$ cat config.mk
export PLATFORM = sky130hd
export DESIGN_NAME = fetch_unit
export DESIGN_NICKNAME = d
export VERILOG_FILES = /design/src/rtl/mips_pkg.sv /design/src/rtl/next_pc_logic.sv /design/src/rtl/fetch_unit.sv
export SDC_FILE = /design/constraint.sdc
export NUM_CORES = 1
export LEC_CHECK = 0
export CORE_ASPECT_RATIO = 0.8
export CORE_MARGIN = 5
export CORE_UTILIZATION = 47
export DETAILED_ROUTE_END_ITERATION = 10
export PLACE_DENSITY = 0.83
export REMOVE_ABC_BUFFERS = 1
export SLEW_MARGIN = 25
export SYNTH_ARGS = -nofsm -noshare
export SYNTH_HDL_FRONTEND = slang
export SYNTH_SLANG_ARGS = --single-unit
$ cat constraint.sdc
create_clock -name clk -period 5.2 [get_ports clk]
set_clock_uncertainty 0.2 [all_clocks]
set_input_delay 1.04 -clock clk [delete_from_list [all_inputs] [get_ports clk]]
set_output_delay 1.04 -clock clk [all_outputs]
set_load 0.01 [all_outputs]
$ cat src/rtl/mips_pkg.sv
`default_nettype none
// ============================================================================
//  Module      : mips_pkg
//  Description : Shared opcode/function constants, the fetch-stage state
//                encoding and the default reset PC for the MIPS core.
//  Revision    : 1.0 - initial release
// ============================================================================
package mips_pkg;

    // Primary opcodes (instr[31:26]) and R-type function codes (instr[5:0])
    localparam logic [5:0] OP_RTYPE = 6'd0;
    localparam logic [5:0] OP_J     = 6'd2;
    localparam logic [5:0] OP_JAL   = 6'd3;
    localparam logic [5:0] OP_HALT  = 6'd63;
    localparam logic [5:0] FUNC_JR  = 6'd8;

    // PC loaded out of reset unless the instance overrides it
    localparam logic [31:0] DEFAULT_RESET_PC = 32'h0000_0000;

    // Fetch-stage state encoding
    typedef enum logic [1:0] {
        S_FETCH = 2'd0,
        S_EXEC  = 2'd1,
        S_HALT  = 2'd2
    } fetch_state_e;

endpackage : mips_pkg
`default_nettype wire

$ cat src/rtl/next_pc_logic.sv
`default_nettype none
// ============================================================================
//  Module      : next_pc_logic
//  Description : Combinational next-PC target selection for the fetch stage.
//                Priority: JR > J/JAL > taken branch > sequential (pc+4).
//                Halt is handled by the caller, it never reaches here.
//  Ports       : pc_plus4_i    - address of the following instruction
//                instr_i       - instruction being executed
//                rs_data_i     - register rs value (JR target)
//                branch_i      - branch instruction decoded
//                branch_cond_i - ALU compare result, 1 = taken
//                jump_i        - J, JAL or JR decoded
//                target_o      - selected target, before alignment
//                misaligned_o  - target_o[1:0] non-zero
//  Revision    : 1.0 - initial release
// ============================================================================
module next_pc_logic
    import mips_pkg::*;
(
    input  logic [31:0] pc_plus4_i,
    input  logic [31:0] instr_i,
    input  logic [31:0] rs_data_i,
    input  logic        branch_i,
    input  logic        branch_cond_i,
    input  logic        jump_i,
    output logic [31:0] target_o,
    output logic        misaligned_o
);

    logic        w_is_jr;
    logic [31:0] w_branch_off;

    assign w_is_jr      = (instr_i[31:26] == OP_RTYPE) && (instr_i[5:0] == FUNC_JR);
    // Sign-extended word offset, already shifted to a byte offset
    assign w_branch_off = {{14{instr_i[15]}}, instr_i[15:0], 2'b00};

    always_comb begin
        target_o = pc_plus4_i;
        if (jump_i && w_is_jr) begin
            target_o = rs_data_i;
        end else if (jump_i) begin
            target_o = {pc_plus4_i[31:28], instr_i[25:0], 2'b00};
        end else if (branch_i && branch_cond_i) begin
            target_o = pc_plus4_i + w_branch_off;
        end
    end

    // Only a register-sourced target (JR) can actually carry low bits
    assign misaligned_o = |target_o[1:0];

endmodule : next_pc_logic
`default_nettype wire

$ cat src/rtl/fetch_unit.sv
`default_nettype none
// ============================================================================
//  Module      : fetch_unit
//  Description : Instruction-fetch / next-PC stage of the single-cycle MIPS
//                core. Fetches one instruction per step over a req/ready
//                memory handshake, strobes it to decode for one cycle, then
//                loads the next PC. HALT stops the stage until reset.
//  Ports       : clk, rst                 - clock, synchronous active-high reset
//                imem_req/addr/ready/rdata - instruction memory handshake
//                instr, instr_valid        - instruction and execute strobe
//                pc, pc_plus4              - current PC and pc+4 (JAL link)
//                branch, branch_cond, jump, done, rs_data - control/ALU inputs
//                halted, pc_misalign       - sticky status flags
//                retired                   - executed-instruction counter
//  Revision    : 1.0 - initial release
// ============================================================================
module fetch_unit
    import mips_pkg::*;
#(
    parameter logic [31:0] RESET_PC = DEFAULT_RESET_PC,
    parameter int          CNT_W    = 32
) (
    input  logic             clk,
    input  logic             rst,
    output logic             imem_req,
    output logic [31:0]      imem_addr,
    input  logic             imem_ready,
    input  logic [31:0]      imem_rdata,
    output logic [31:0]      instr,
    output logic             instr_valid,
    output logic [31:0]      pc,
    output logic [31:0]      pc_plus4,
    input  logic             branch,
    input  logic             branch_cond,
    input  logic             jump,
    input  logic             done,
    input  logic [31:0]      rs_data,
    output logic             halted,
    output logic             pc_misalign,
    output logic [CNT_W-1:0] retired
);

    fetch_state_e     state_q;
    logic [31:0]      pc_q;
    logic [31:0]      instr_q;
    logic             halted_q;
    logic             misalign_q;
    logic [CNT_W-1:0] retired_q;

    logic [31:0]      target_d;
    logic             target_mis_d;

    next_pc_logic u_next_pc (
        .pc_plus4_i    (pc_plus4),
        .instr_i       (instr_q),
        .rs_data_i     (rs_data),
        .branch_i      (branch),
        .branch_cond_i (branch_cond),
        .jump_i        (jump),
        .target_o      (target_d),
        .misaligned_o  (target_mis_d)
    );

    // Request is masked by rst so a response racing a reset is never taken
    assign imem_req    = (state_q == S_FETCH) && !rst;
    assign imem_addr   = pc_q;
    assign instr       = instr_q;
    assign instr_valid = (state_q == S_EXEC);
    assign pc          = pc_q;
    assign pc_plus4    = pc_q + 32'd4;
    assign halted      = halted_q;
    assign pc_misalign = misalign_q;
    assign retired     = retired_q;

    always_ff @(posedge clk) begin
        if (rst) begin
            state_q    <= S_FETCH;
            pc_q       <= RESET_PC;
            instr_q    <= 32'd0;
            halted_q   <= 1'b0;
            misalign_q <= 1'b0;
            retired_q  <= '0;
        end else begin
            case (state_q)
                S_FETCH: begin
                    if (imem_ready) begin
                        instr_q <= imem_rdata;
                        state_q <= S_EXEC;
                    end
                end
                S_EXEC: begin
                    retired_q <= retired_q + CNT_W'(1);
                    if (done) begin
                        halted_q <= 1'b1;
                        state_q  <= S_HALT;
                    end else begin
                        // Low bits are dropped, the error is only flagged
                        pc_q <= target_d & 32'hFFFF_FFFC;
                        if (target_mis_d) begin
                            misalign_q <= 1'b1;
                        end
                        state_q <= S_FETCH;
                    end
                end
                S_HALT: begin
                    state_q <= S_HALT;
                end
                default: begin
                    state_q <= S_FETCH;
                end
            endcase
        end
    end

endmodule : fetch_unit
`default_nettype wire

==> impl_metrics.env <==
export IMPL_hold_viol=0
export IMPL_cts_setup_buffers=0
export IMPL_reg2reg_to="imem_addr[27]"
export IMPL_path_max_fanout=8
export IMPL_synth_compound_area_share_pct=21.6
export IMPL_dr_pass1_iters=5
export IMPL_hold_buffers=0
export IMPL_drive_above_1_share_pct=4.10
export IMPL_dieHeight_um=118
export IMPL_async_reset_ff_share_pct=0
export IMPL_yosys_area_top_type="dfxtp_1"
export IMPL_synth_simple_gate_area_share_pct=24.8
export IMPL_synth_fa_ha_area_share_pct=7.08
export IMPL_core_area_um2=14200
export IMPL_vias=7342
export IMPL_rsz0062_at_grt="false"
export IMPL_route_detailed_drc=0
export IMPL_synth_top_family_by_area="simple AND/OR/NAND/NOR gates"
export IMPL_dp_cells=1266
export IMPL_fill_cells=1242
export IMPL_numCtsBuffers=9
export IMPL_routed_wl_um=24400
export IMPL_ys_types=61
export IMPL_grt_pass1_wl_um=38100
export IMPL_final_setup_worst_slack_ns=0.529
export IMPL_num_rows=39
export IMPL_synth_xor_area_share_pct=9.47
export IMPL_die_x_um=145
export IMPL_outcome="finished clean"
export IMPL_final_cell_count_no_fill=1282
export IMPL_cp_start_kind="flop"
export IMPL_crit_path_end_kind="primary output"
export IMPL_critPathKind="reg -> out"
export IMPL_min_path_cells=2
export IMPL_min_period_over_period_pct=89.8
export IMPL_r2r_start="imem_addr[2]"
export IMPL_required_ns=3.96
export IMPL_yosys_warnings=0
export IMPL_clockBufferDepth=2
export IMPL_slew_viol_final=0
export IMPL_synth_top_area_share_pct=28.8
export IMPL_yosysSeqAreaShare_pct=28.8
export IMPL_grt_pass1_vias=6814
export IMPL_ys_flop_type="dfxtp_1"
export IMPL_cts_clk_slew_worst_paths_ns=0.08
export IMPL_worst_hold_path_type="reg -> reg"
export IMPL_slew_limit_headroom_pct=34.0
export IMPL_syn_avg_cell_area_um2=7.47
export IMPL_dp_final_hpwl_um=18400
export IMPL_layout_common_cells="227 x clkdlybuf4s50_1, 128 x nand2_1, 100 x a21oi_1"
export IMPL_irDropWorstVdd_v=0.000189
export IMPL_muxShareOfSynthArea_pct=0.734
export IMPL_p_int_mw=1.32
export IMPL_cts_root_buf="clkbuf_16"
export IMPL_post_synth_instance_area_um2=6820
export IMPL_tritoncts="yes"
export IMPL_reg2reg_depth=14
export IMPL_crit_arrival_ns=3.43
export IMPL_setup_tns_ns=0
export IMPL_placed_area_um2=9030
export IMPL_yosys_top_cells_area="dfxtp_1 29%, a21oi_1 7.3%, nand2_1 7.0%"
export IMPL_first_iter_violations=616
export IMPL_switching_share_pct=31.3
export IMPL_io_buffers=228
export IMPL_clock_latency_ns=0.36
export IMPL_nNetsFinal=1202
export IMPL_grt_ovfl_total=0
export IMPL_holdCritStartpoint="pc_misalign"
export IMPL_p_switching_mw=0.599
export IMPL_grt_antenna_before_repair=0
export IMPL_vias_per_cell=5.73
export IMPL_seqPwrFrac_pct=42.5
export IMPL_clock_sinks=98
export IMPL_post_drt_wl_per_cell_um=19.0
export IMPL_fmax_mhz=214
export IMPL_synth_edff_count=0
export IMPL_gr_usage_all_layers_pct=28.0
export IMPL_finalSetupViolations=0
export IMPL_final_common_cell="clkdlybuf4s50_1"
export IMPL_drv_cap=0
export IMPL_synth_seq_cells=98
export IMPL_cts_resized=0
export IMPL_h_tree_depth=3
export IMPL_place_congestion=0.957
export IMPL_grt_max_degree=62
export IMPL_r2r_slack_ns=0.69
export IMPL_power_total_mw=1.92
export IMPL_p_clk_share_pct=36.2
export IMPL_io_pins=235
export IMPL_preCtsSetupSlack_ns=0.769
export IMPL_diodes=0
export IMPL_area_growth_pct=36.9
export IMPL_crit_start="imem_addr[7]"
export IMPL_holdPathEnd="pc_misalign"
export IMPL_final_cell_area_um2=9340
export IMPL_pwr_density_cell_nw_per_um2=205
export IMPL_die_area_um2=17000
export IMPL_p_comb_share_pct=21.3
export IMPL_netlist_instances=913
export IMPL_start_util_pct=47.9
export IMPL_max_slew_worst_pin_slew_ns=0.990
export IMPL_finalCriticalPeriod_ns=4.67
export IMPL_ant_nets=0
export IMPL_p_leak_nw=3.54
[power by group through the flow]
stage	combinational, mW	clock [mW]	sequential, mW
final	0.408	0.694	0.815
after global routing	0.439	0.739	0.819
after CTS	0.404	0.708	0.814
after detailed placement	0.403	0	0.831
after global placement	0.401	0	0.830
after floorplan	0.172	0	0.838
[kinds of logic after synthesis]
family / count (synthesis)
adders and majority gates: 38
buffers and inverters: 98
and+or+nand+nor: 363
muxes: 5
other: 1
DFF: 98
xor gates and xnor gates: 72
AOI/OAI and AO/OA: 238
[cell usage after synthesis, types with 5 or more instances]
| library cell | count |
|---|---|
| a211oi_1 | 21 |
| a21o_1 | 11 |
| a21oi_1 | 100 |
| a221oi_1 | 8 |
| and2_1 | 7 |
| and3_1 | 11 |
| buf_4 | 36 |
| clkbuf_1 | 38 |
| dfxtp_1 | 98 |
| ha_1 | 37 |
| inv_1 | 17 |
| mux2i_1 | 5 |
| nand2_1 | 128 |
| nand3_1 | 27 |
| nand4_1 | 21 |
| nor2_1 | 99 |
| nor2b_1 | 7 |
| nor3_1 | 23 |
| o211ai_1 | 8 |
| o21a_1 | 8 |
| o21ai_0 | 30 |
| o21ai_1 | 10 |
| o21bai_1 | 5 |
| o22ai_1 | 8 |
| o31ai_1 | 5 |
| or3_1 | 19 |
| xnor2_1 | 37 |
| xor2_1 | 33 |
[layer usage]
metal	share of wire, %	global-route usage, %	routed length [um]	up-vias
li1	-	-	-	3554
met1	44	39.7	10800	3400
met2	44	41.1	10700	362
met3	11	9.83	2580	26
met4	1.2	5.59	298	0
met5	0	0	0	-
[worst max-delay path, cell delays in order (launching register included)]
cell             delay (ns)
dfxtp_1                0.52
nand4_1                0.25
or3b_4                 0.47
or3_4                  0.39
nor3_2                 0.37
nand2_1                0.15
xnor2_1                0.31
clkdlybuf4s50_1        0.61
[metrics by stage]
step | hold slack, ns | utilization [%]
finish | 0.271 | 65.5
global route | 0.303 | 65.5
detailed placement | 0.259 | 63.4
CTS | 0.276 | 65.5
floorplan | 0.282 | -
global placement | 0.252 | 63.4
[worst max-delay path by stage]
| stage | end | slack (ns) |
|---|---|---|
| 3_3_place_gp | imem_addr[31] | 0.85 |
| 2_1_floorplan | imem_addr[31] | 1.05 |
| 4_1_cts | pc_plus4[31] | 0.59 |
| 3_5_place_dp | imem_addr[31] | 0.77 |
| 6_report | pc_plus4[27] | 0.53 |
| 5_1_grt | imem_addr[27] | 0.44 |
[cell type report]
| type | instances | area (um^2) | share of cell area, % |
|---|---|---|---|
| clock inverter | 7 | 80.1 | 0.858 |
| multi-input combinational | 722 | 4370 | 46.8 |
| sequential | 98 | 1960 | 21.0 |
| timing repair buffer | 244 | 2400 | 25.7 |
| inverter | 18 | 67.6 | 0.724 |
| tap | 184 | 230 | 2.47 |
| clock buffer | 9 | 225 | 2.41 |
[sequential cells by signal, summed over array words and instances (netlist names)]
signal	count
instr	32
retired	32
imem_addr	30
state_q	2
halted	1
pc_misalign	1
Power figures use the tool's default switching activity.
